===== config.mk =====
export PLATFORM = sky130hd
export DESIGN_NAME = regfile_sequencer_flat
export DESIGN_NICKNAME = d
export VERILOG_FILES = /design/src/rtl/regfile_sequencer_if.sv /design/src/rtl/regfile_sequencer.sv /design/src/flat_wrapper.sv
export SDC_FILE = /design/constraint.sdc
export NUM_CORES = 1
export LEC_CHECK = 0
export CAP_MARGIN = 20
export CORE_ASPECT_RATIO = 0.8
export CORE_MARGIN = 1
export CORE_UTILIZATION = 55
export DETAILED_ROUTE_END_ITERATION = 8
export DONT_BUFFER_PORTS = 1
export PLACE_DENSITY = 0.7
export SYNTH_ARGS = -nofsm -noshare
export SYNTH_HDL_FRONTEND = slang
export SYNTH_SLANG_ARGS = --single-unit

===== constraint.sdc =====
create_clock -name CLK -period 2.7 [get_ports CLK]
set_clock_uncertainty 0.1 [all_clocks]
set_input_delay 0.81 -clock CLK [delete_from_list [all_inputs] [get_ports CLK]]
set_output_delay 0.81 -clock CLK [all_outputs]
set_load 0.03 [all_outputs]

===== src/rtl/regfile_sequencer_if.sv =====
// regfile_sequencer_if: instruction handshake, register-file controls and data-memory handshake
// bundled between the instruction source/datapath (master) and the sequencer (slave).
`timescale 1ns/1ps
interface regfile_sequencer_if;
  logic [15:0] INSTR;
  logic        INSTR_VALID;
  logic        INSTR_READY;
  logic [2:0]  SA;
  logic [2:0]  SB;
  logic [2:0]  DR;
  logic        LD;
  logic [1:0]  D_SEL;
  logic [7:0]  IMM;
  logic [2:0]  ALU_OP;
  logic        MEM_REQ;
  logic        MEM_WE;
  logic        MEM_RDY;
  logic        HALTED;
  logic        ILLEGAL;
  logic [7:0]  RETIRED;

  modport master (
    output INSTR, INSTR_VALID, MEM_RDY,
    input  INSTR_READY, SA, SB, DR, LD, D_SEL, IMM, ALU_OP,
           MEM_REQ, MEM_WE, HALTED, ILLEGAL, RETIRED
  );

  modport slave (
    input  INSTR, INSTR_VALID, MEM_RDY,
    output INSTR_READY, SA, SB, DR, LD, D_SEL, IMM, ALU_OP,
           MEM_REQ, MEM_WE, HALTED, ILLEGAL, RETIRED
  );
endinterface


===== src/rtl/regfile_sequencer.sv =====
// regfile_sequencer: multi-cycle control FSM for the 8x8 register-file datapath.
// Define SEQ_TIMEOUT_EN to add the memory-wait abort counter (limit = TIMEOUT cycles).
`timescale 1ns/1ps
module regfile_sequencer #(
  parameter int unsigned TIMEOUT = 15
) (
  input  logic              CLK,
  input  logic              RESET,
  regfile_sequencer_if.slave bus
);
  localparam logic [2:0] IDLE      = 3'd0;
  localparam logic [2:0] DECODE    = 3'd1;
  localparam logic [2:0] MEMWAIT   = 3'd2;
  localparam logic [2:0] WRITEBACK = 3'd3;
  localparam logic [2:0] HALT_ST   = 3'd4;

  localparam logic [3:0] OP_NOP  = 4'd0;
  localparam logic [3:0] OP_ALU  = 4'd1;
  localparam logic [3:0] OP_LDI  = 4'd2;
  localparam logic [3:0] OP_LDM  = 4'd3;
  localparam logic [3:0] OP_STM  = 4'd4;
  localparam logic [3:0] OP_HALT = 4'd5;

  if ((TIMEOUT < 1) || (TIMEOUT > 255)) begin : g_timeout_range
    $error("regfile_sequencer: TIMEOUT must be within 1..255");
  end

  logic [2:0] state_r;
  logic [2:0] state_nxt_s;
  logic [3:0] opcode_r;
  logic [2:0] sa_r;
  logic [2:0] sb_r;
  logic [2:0] dr_r;
  logic [2:0] alu_op_r;
  logic [7:0] imm_r;
  logic [1:0] d_sel_r;
  logic [7:0] retired_r;
  logic       ld_r;
  logic       mem_req_r;
  logic       mem_we_r;
  logic       halted_r;
  logic       illegal_r;
  logic       accept_s;
  logic       retire_s;
  logic       timeout_s;
  logic       abort_s;

  function automatic logic [1:0] dsel_of(input logic [3:0] op);
    case (op)
      OP_LDI:  return 2'd1;
      OP_LDM:  return 2'd2;
      default: return 2'd0;
    endcase
  endfunction

  assign accept_s = (state_r == IDLE) && bus.INSTR_VALID;

`ifdef SEQ_TIMEOUT_EN
  logic [7:0] wait_cnt_r;
  assign timeout_s = (wait_cnt_r == 8'(TIMEOUT - 1));

  // Counts consecutive MEMWAIT cycles; restarts from zero on every new memory access.
  always_ff @(posedge CLK) begin
    if (RESET) begin
      wait_cnt_r <= 8'd0;
    end else if (state_r == MEMWAIT) begin
      wait_cnt_r <= wait_cnt_r + 8'd1;
    end else begin
      wait_cnt_r <= 8'd0;
    end
  end
`else
  assign timeout_s = 1'b0;
`endif

  // Next-state and retirement decode; a completing MEM_RDY wins over a same-cycle timeout.
  always_comb begin
    state_nxt_s = state_r;
    retire_s    = 1'b0;
    abort_s     = 1'b0;
    case (state_r)
      IDLE: begin
        if (bus.INSTR_VALID) state_nxt_s = DECODE;
        else                 state_nxt_s = IDLE;
      end
      DECODE: begin
        case (opcode_r)
          OP_NOP:         begin state_nxt_s = IDLE;    retire_s = 1'b1; end
          OP_ALU, OP_LDI: state_nxt_s = WRITEBACK;
          OP_LDM, OP_STM: state_nxt_s = MEMWAIT;
          OP_HALT:        begin state_nxt_s = HALT_ST; retire_s = 1'b1; end
          default:        state_nxt_s = IDLE;
        endcase
      end
      MEMWAIT: begin
        if (bus.MEM_RDY) begin
          if (opcode_r == OP_STM) begin
            state_nxt_s = IDLE;
            retire_s    = 1'b1;
          end else begin
            state_nxt_s = WRITEBACK;
          end
        end else if (timeout_s) begin
          state_nxt_s = IDLE;
          abort_s     = 1'b1;
        end else begin
          state_nxt_s = MEMWAIT;
        end
      end
      WRITEBACK: begin
        state_nxt_s = IDLE;
        retire_s    = 1'b1;
      end
      HALT_ST: state_nxt_s = HALT_ST;
      default: state_nxt_s = IDLE;
    endcase
  end

  // State, latched instruction fields and registered control outputs.
  always_ff @(posedge CLK) begin
    if (RESET) begin
      state_r   <= IDLE;
      opcode_r  <= 4'd0;
      sa_r      <= 3'd0;
      sb_r      <= 3'd0;
      dr_r      <= 3'd0;
      alu_op_r  <= 3'd0;
      imm_r     <= 8'd0;
      d_sel_r   <= 2'd0;
      retired_r <= 8'd0;
      ld_r      <= 1'b0;
      mem_req_r <= 1'b0;
      mem_we_r  <= 1'b0;
      halted_r  <= 1'b0;
      illegal_r <= 1'b0;
    end else begin
      state_r <= state_nxt_s;
      if (accept_s) begin
        opcode_r <= bus.INSTR[15:12];
        dr_r     <= bus.INSTR[11:9];
        sa_r     <= bus.INSTR[8:6];
        sb_r     <= bus.INSTR[5:3];
        alu_op_r <= bus.INSTR[2:0];
        imm_r    <= {5'b00000, bus.INSTR[2:0]};
        d_sel_r  <= dsel_of(bus.INSTR[15:12]);
      end
      ld_r      <= (state_nxt_s == WRITEBACK);
      mem_req_r <= (state_nxt_s == MEMWAIT);
      mem_we_r  <= (state_nxt_s == MEMWAIT) && (opcode_r == OP_STM);
      halted_r  <= (state_nxt_s == HALT_ST);
      // Undefined opcodes flag in their DECODE cycle; aborts flag in the first IDLE cycle.
      illegal_r <= (accept_s && (bus.INSTR[15:12] > OP_HALT)) || abort_s;
      if (retire_s) retired_r <= retired_r + 8'd1;
    end
  end

  assign bus.INSTR_READY = (state_r == IDLE);
  assign bus.SA          = sa_r;
  assign bus.SB          = sb_r;
  assign bus.DR          = dr_r;
  assign bus.LD          = ld_r;
  assign bus.D_SEL       = d_sel_r;
  assign bus.IMM         = imm_r;
  assign bus.ALU_OP      = alu_op_r;
  assign bus.MEM_REQ     = mem_req_r;
  assign bus.MEM_WE      = mem_we_r;
  assign bus.HALTED      = halted_r;
  assign bus.ILLEGAL     = illegal_r;
  assign bus.RETIRED     = retired_r;
endmodule


===== src/flat_wrapper.sv =====
// flat-port wrapper written by rule: the top's interface ports become plain ports
module regfile_sequencer_flat 
#(
  parameter int unsigned TIMEOUT = 15
)
  (CLK, RESET, bus_INSTR, bus_INSTR_VALID, bus_MEM_RDY, bus_INSTR_READY, bus_SA, bus_SB, bus_DR, bus_LD, bus_D_SEL, bus_IMM, bus_ALU_OP, bus_MEM_REQ, bus_MEM_WE, bus_HALTED, bus_ILLEGAL, bus_RETIRED);
  regfile_sequencer_if bus_i ();
  input  logic CLK;
  input  logic RESET;
  input wire logic [$bits(bus_i.INSTR)-1:0] bus_INSTR;
  input wire logic [$bits(bus_i.INSTR_VALID)-1:0] bus_INSTR_VALID;
  input wire logic [$bits(bus_i.MEM_RDY)-1:0] bus_MEM_RDY;
  output wire logic [$bits(bus_i.INSTR_READY)-1:0] bus_INSTR_READY;
  output wire logic [$bits(bus_i.SA)-1:0] bus_SA;
  output wire logic [$bits(bus_i.SB)-1:0] bus_SB;
  output wire logic [$bits(bus_i.DR)-1:0] bus_DR;
  output wire logic [$bits(bus_i.LD)-1:0] bus_LD;
  output wire logic [$bits(bus_i.D_SEL)-1:0] bus_D_SEL;
  output wire logic [$bits(bus_i.IMM)-1:0] bus_IMM;
  output wire logic [$bits(bus_i.ALU_OP)-1:0] bus_ALU_OP;
  output wire logic [$bits(bus_i.MEM_REQ)-1:0] bus_MEM_REQ;
  output wire logic [$bits(bus_i.MEM_WE)-1:0] bus_MEM_WE;
  output wire logic [$bits(bus_i.HALTED)-1:0] bus_HALTED;
  output wire logic [$bits(bus_i.ILLEGAL)-1:0] bus_ILLEGAL;
  output wire logic [$bits(bus_i.RETIRED)-1:0] bus_RETIRED;
  assign bus_i.INSTR = bus_INSTR;
  assign bus_i.INSTR_VALID = bus_INSTR_VALID;
  assign bus_i.MEM_RDY = bus_MEM_RDY;
  assign bus_INSTR_READY = bus_i.INSTR_READY;
  assign bus_SA = bus_i.SA;
  assign bus_SB = bus_i.SB;
  assign bus_DR = bus_i.DR;
  assign bus_LD = bus_i.LD;
  assign bus_D_SEL = bus_i.D_SEL;
  assign bus_IMM = bus_i.IMM;
  assign bus_ALU_OP = bus_i.ALU_OP;
  assign bus_MEM_REQ = bus_i.MEM_REQ;
  assign bus_MEM_WE = bus_i.MEM_WE;
  assign bus_HALTED = bus_i.HALTED;
  assign bus_ILLEGAL = bus_i.ILLEGAL;
  assign bus_RETIRED = bus_i.RETIRED;
  regfile_sequencer #(.TIMEOUT(TIMEOUT)) u_core (.CLK(CLK), .RESET(RESET), .bus(bus_i));
endmodule

==> results.json <==
{
  "tightest_slew_ps": 614,
  "start_util_pct": 60.9,
  "final_max_slew_viol_count": 0,
  "critical_path_required_ps": 2820,
  "dieHeight_um": 49.6,
  "cts_htree_levels": 2,
  "hold_start": "u_core.opcode_r[3]",
  "stdcell_area_mm2": 0.00154,
  "synth_cell_types": 42,
  "relSlewSlack_pct": 58.5,
  "grt.met3_usage_pct": 10.5,
  "wirelength_mm": 2.95,
  "clk_path_buf_depth": 2,
  "synthCells": 183,
  "synth_area_mm2": 0.00156,
  "hold_violations": 0,
  "ys_seq_area_share_pct": 43.6,
  "use_met1_pct": 26.5,
  "grt_usage_pct": 21.5,
  "areaGrowthSynthToFinish_pct": -1.04,
  "nNetsFinal": 198,
  "die_w_um": 61.6,
  "synth.avg_cell_area_um2": 8.53,
  "async_reset_ff_share_pct": 0,
  "overflow": 0,
  "fp-row-count": 16,
  "ant_nets": 0,
  "grt_pass1_vias": 1072,
  "vdd_drop_max_v": 0.000406,
  "hp-class": "flop to flop",
  "postCtsSetupBuffers": 0,
  "io_pins": 56,
  "start_kind": "flop",
  "fmax_mhz": 444,
  "endpoint_kind": "flop",
  "insertion_delay_ps": 340,
  "holdBufCountCts": 0,
  "cts_buffers": 5,
  "total_leakage_power_nw": 0.591,
  "grt_pass1_wl_mm": 4.79,
  "synth_edf_count": 0,
  "drive_gt1_share_pct": 10.2,
  "clk_pin_slew_ps": 100,
  "cts_resized": 0,
  "layout_common_cells": "nand2_1, dfxtp_1, a21oi_1",
  "crit_path_max_fanout": 7,
  "finalCritPeriodShare_pct": 83.3,
  "gp_congestion": 0.799,
  "root_buffer": "clkbuf_4",
  "ff2ff_path_depth": 4,
  "min_to": "u_core.opcode_r[3]",
  "powerDensity_mw_per_mm2": 627,
  "min_delay_path_depth": 2,
  "netlist.area_leader.share_pct": 43.6,
  "finalCriticalPeriod_ps": 2250,
  "vias": 1206,
  "yosysWarnings": 0,
  "maxCapViolCount": 0,
  "crit_arrival_ps": 2370,
  "rsz0062_at_grt": "false",
  "ys.flop_type": "dfxtp_1",
  "die_area_mm2": 0.00306,
  "cts_tree": "built",
  "outcome": "finished clean",
  "cts_sinks": 34,
  "synth_area_leaders": "dfxtp_1, nand2_1, a21oi_1",
  "yosys.area.top_type": "dfxtp_1",
  "numPortBuffers": 0,
  "synth-seq-cells": 34,
  "finalSetupTns_ps": 0,
  "busiest_layer": "met2",
  "antenna_cells": 0,
  "use_met2_pct": 32.6,
  "drc_errors": 0,
  "regToRegStartpoint": "u_core.state_r[0]",
  "antenna_found_initial": 0,
  "dr.pass1.iters": 4,
  "setup_viol": 0,
  "viasPerCell": 5.69,
  "drtIter0Drc": 45,
  "r2r-end": "u_core.bus.RETIRED[3]",
  "core_mm2": 0.00256,
  "critPathKind": "flop to flop",
  "mostFrequentLayoutCell": "nand2_1",
  "grt_max_degree": 38,
  "route.detailed.wl_per_inst_um": 13.9,
  "place_area_mm2": 0.00149,
  "dp_hpwl_mm": 2.02,
  "regToRegSetupSlack_ps": 450
}
## cells by family (layout without fill, tap and decap cells)
family	count (synthesis)	after routing	synth area share (%)
AND/OR/NAND/NOR	83	83	26.1
AO/OA/AOI/OAI	35	35	13.8
flip-flops	34	34	43.6
buffers and inverters	20	9	9.38
multiplexers	6	6	4.33
adder cells (fa/ha/maj)	2	2	1.44
XOR/XNOR	2	2	1.12
other	1	5	0.240
## worst max-delay path, stage by stage, from the launching register on
cell	delay (ps)
dfxtp_1	430
or4b_4	530
or3_1	540
a21oi_2	200
mux2_1	330
## cells in the mapped netlist (all sizes together) (2+ instances only)
library cell	number
a21boi	2
a21oi	26
and3b	2
buf	13
clkbuf	6
dfxtp	34
mux2	6
nand2	36
nand3	5
nor2	13
nor2b	7
nor3	8
nor3b	2
o21ai	3
or4b	2
## per-stage QoR
step                utilization, %  std cells  setup WS (ps)  hold slack, ps  total power [mW]
floorplan                        -        187            518             358             0.709
global placement              58.3        206            562             371             0.700
detailed placement            58.3        206            504             373             0.704
CTS                           60.3        212            467             387             0.975
global route                  60.3        212            376             406              1.01
finish                        60.3        212            450             395             0.968
## registers in the layout, indices dropped and copies added (netlist names), 2 cells and up
name and count:
u_core.bus.DR 3, u_core.opcode_r 4, u_core.bus.SB 3, u_core.bus.D_SEL 2, u_core.bus.SA 3, u_core.bus.IMM 3, u_core.state_r 3, u_core.bus.RETIRED 8
## per-layer routing
metal / vias up / share of wire [%]
met5: - / 0
met4: 0 / 1.3
met3: 6 / 9.1
met2: 45 / 44
met1: 561 / 45
li1: 594 / -
## area by class of cell
type / instances / area, um2
well taps: 36 / 45.0
fillers: 263 / 1020
inverters: 1 / 3.75
clock buffers: 6 / 51.3
flip-flops and latches: 34 / 681
multi-input cells: 133 / 748
repair buffers: 2 / 15.0
## how the worst max path moves through the flow
stage	from	end	depth (start not counted)
6_report	u_core.state_r[0]	u_core.bus.RETIRED[3]	4
5_1_grt	u_core.state_r[0]	u_core.bus.RETIRED[7]	4
4_1_cts	u_core.state_r[0]	u_core.bus.RETIRED[3]	4
3_5_place_dp	u_core.state_r[0]	u_core.bus.RETIRED[3]	4
3_3_place_gp	u_core.state_r[0]	u_core.bus.RETIRED[7]	4
2_1_floorplan	u_core.state_r[0]	u_core.bus.DR[0]	6
## report_power, final
group	leakage [nW]	internal [mW]	switching [mW]	total, mW
sequential	0.277	0.525	0.0663	0.591
combinational	0.284	0.0364	0.0642	0.101
clock	0.0302	0.117	0.159	0.276
Power figures use the tool's default switching activity.
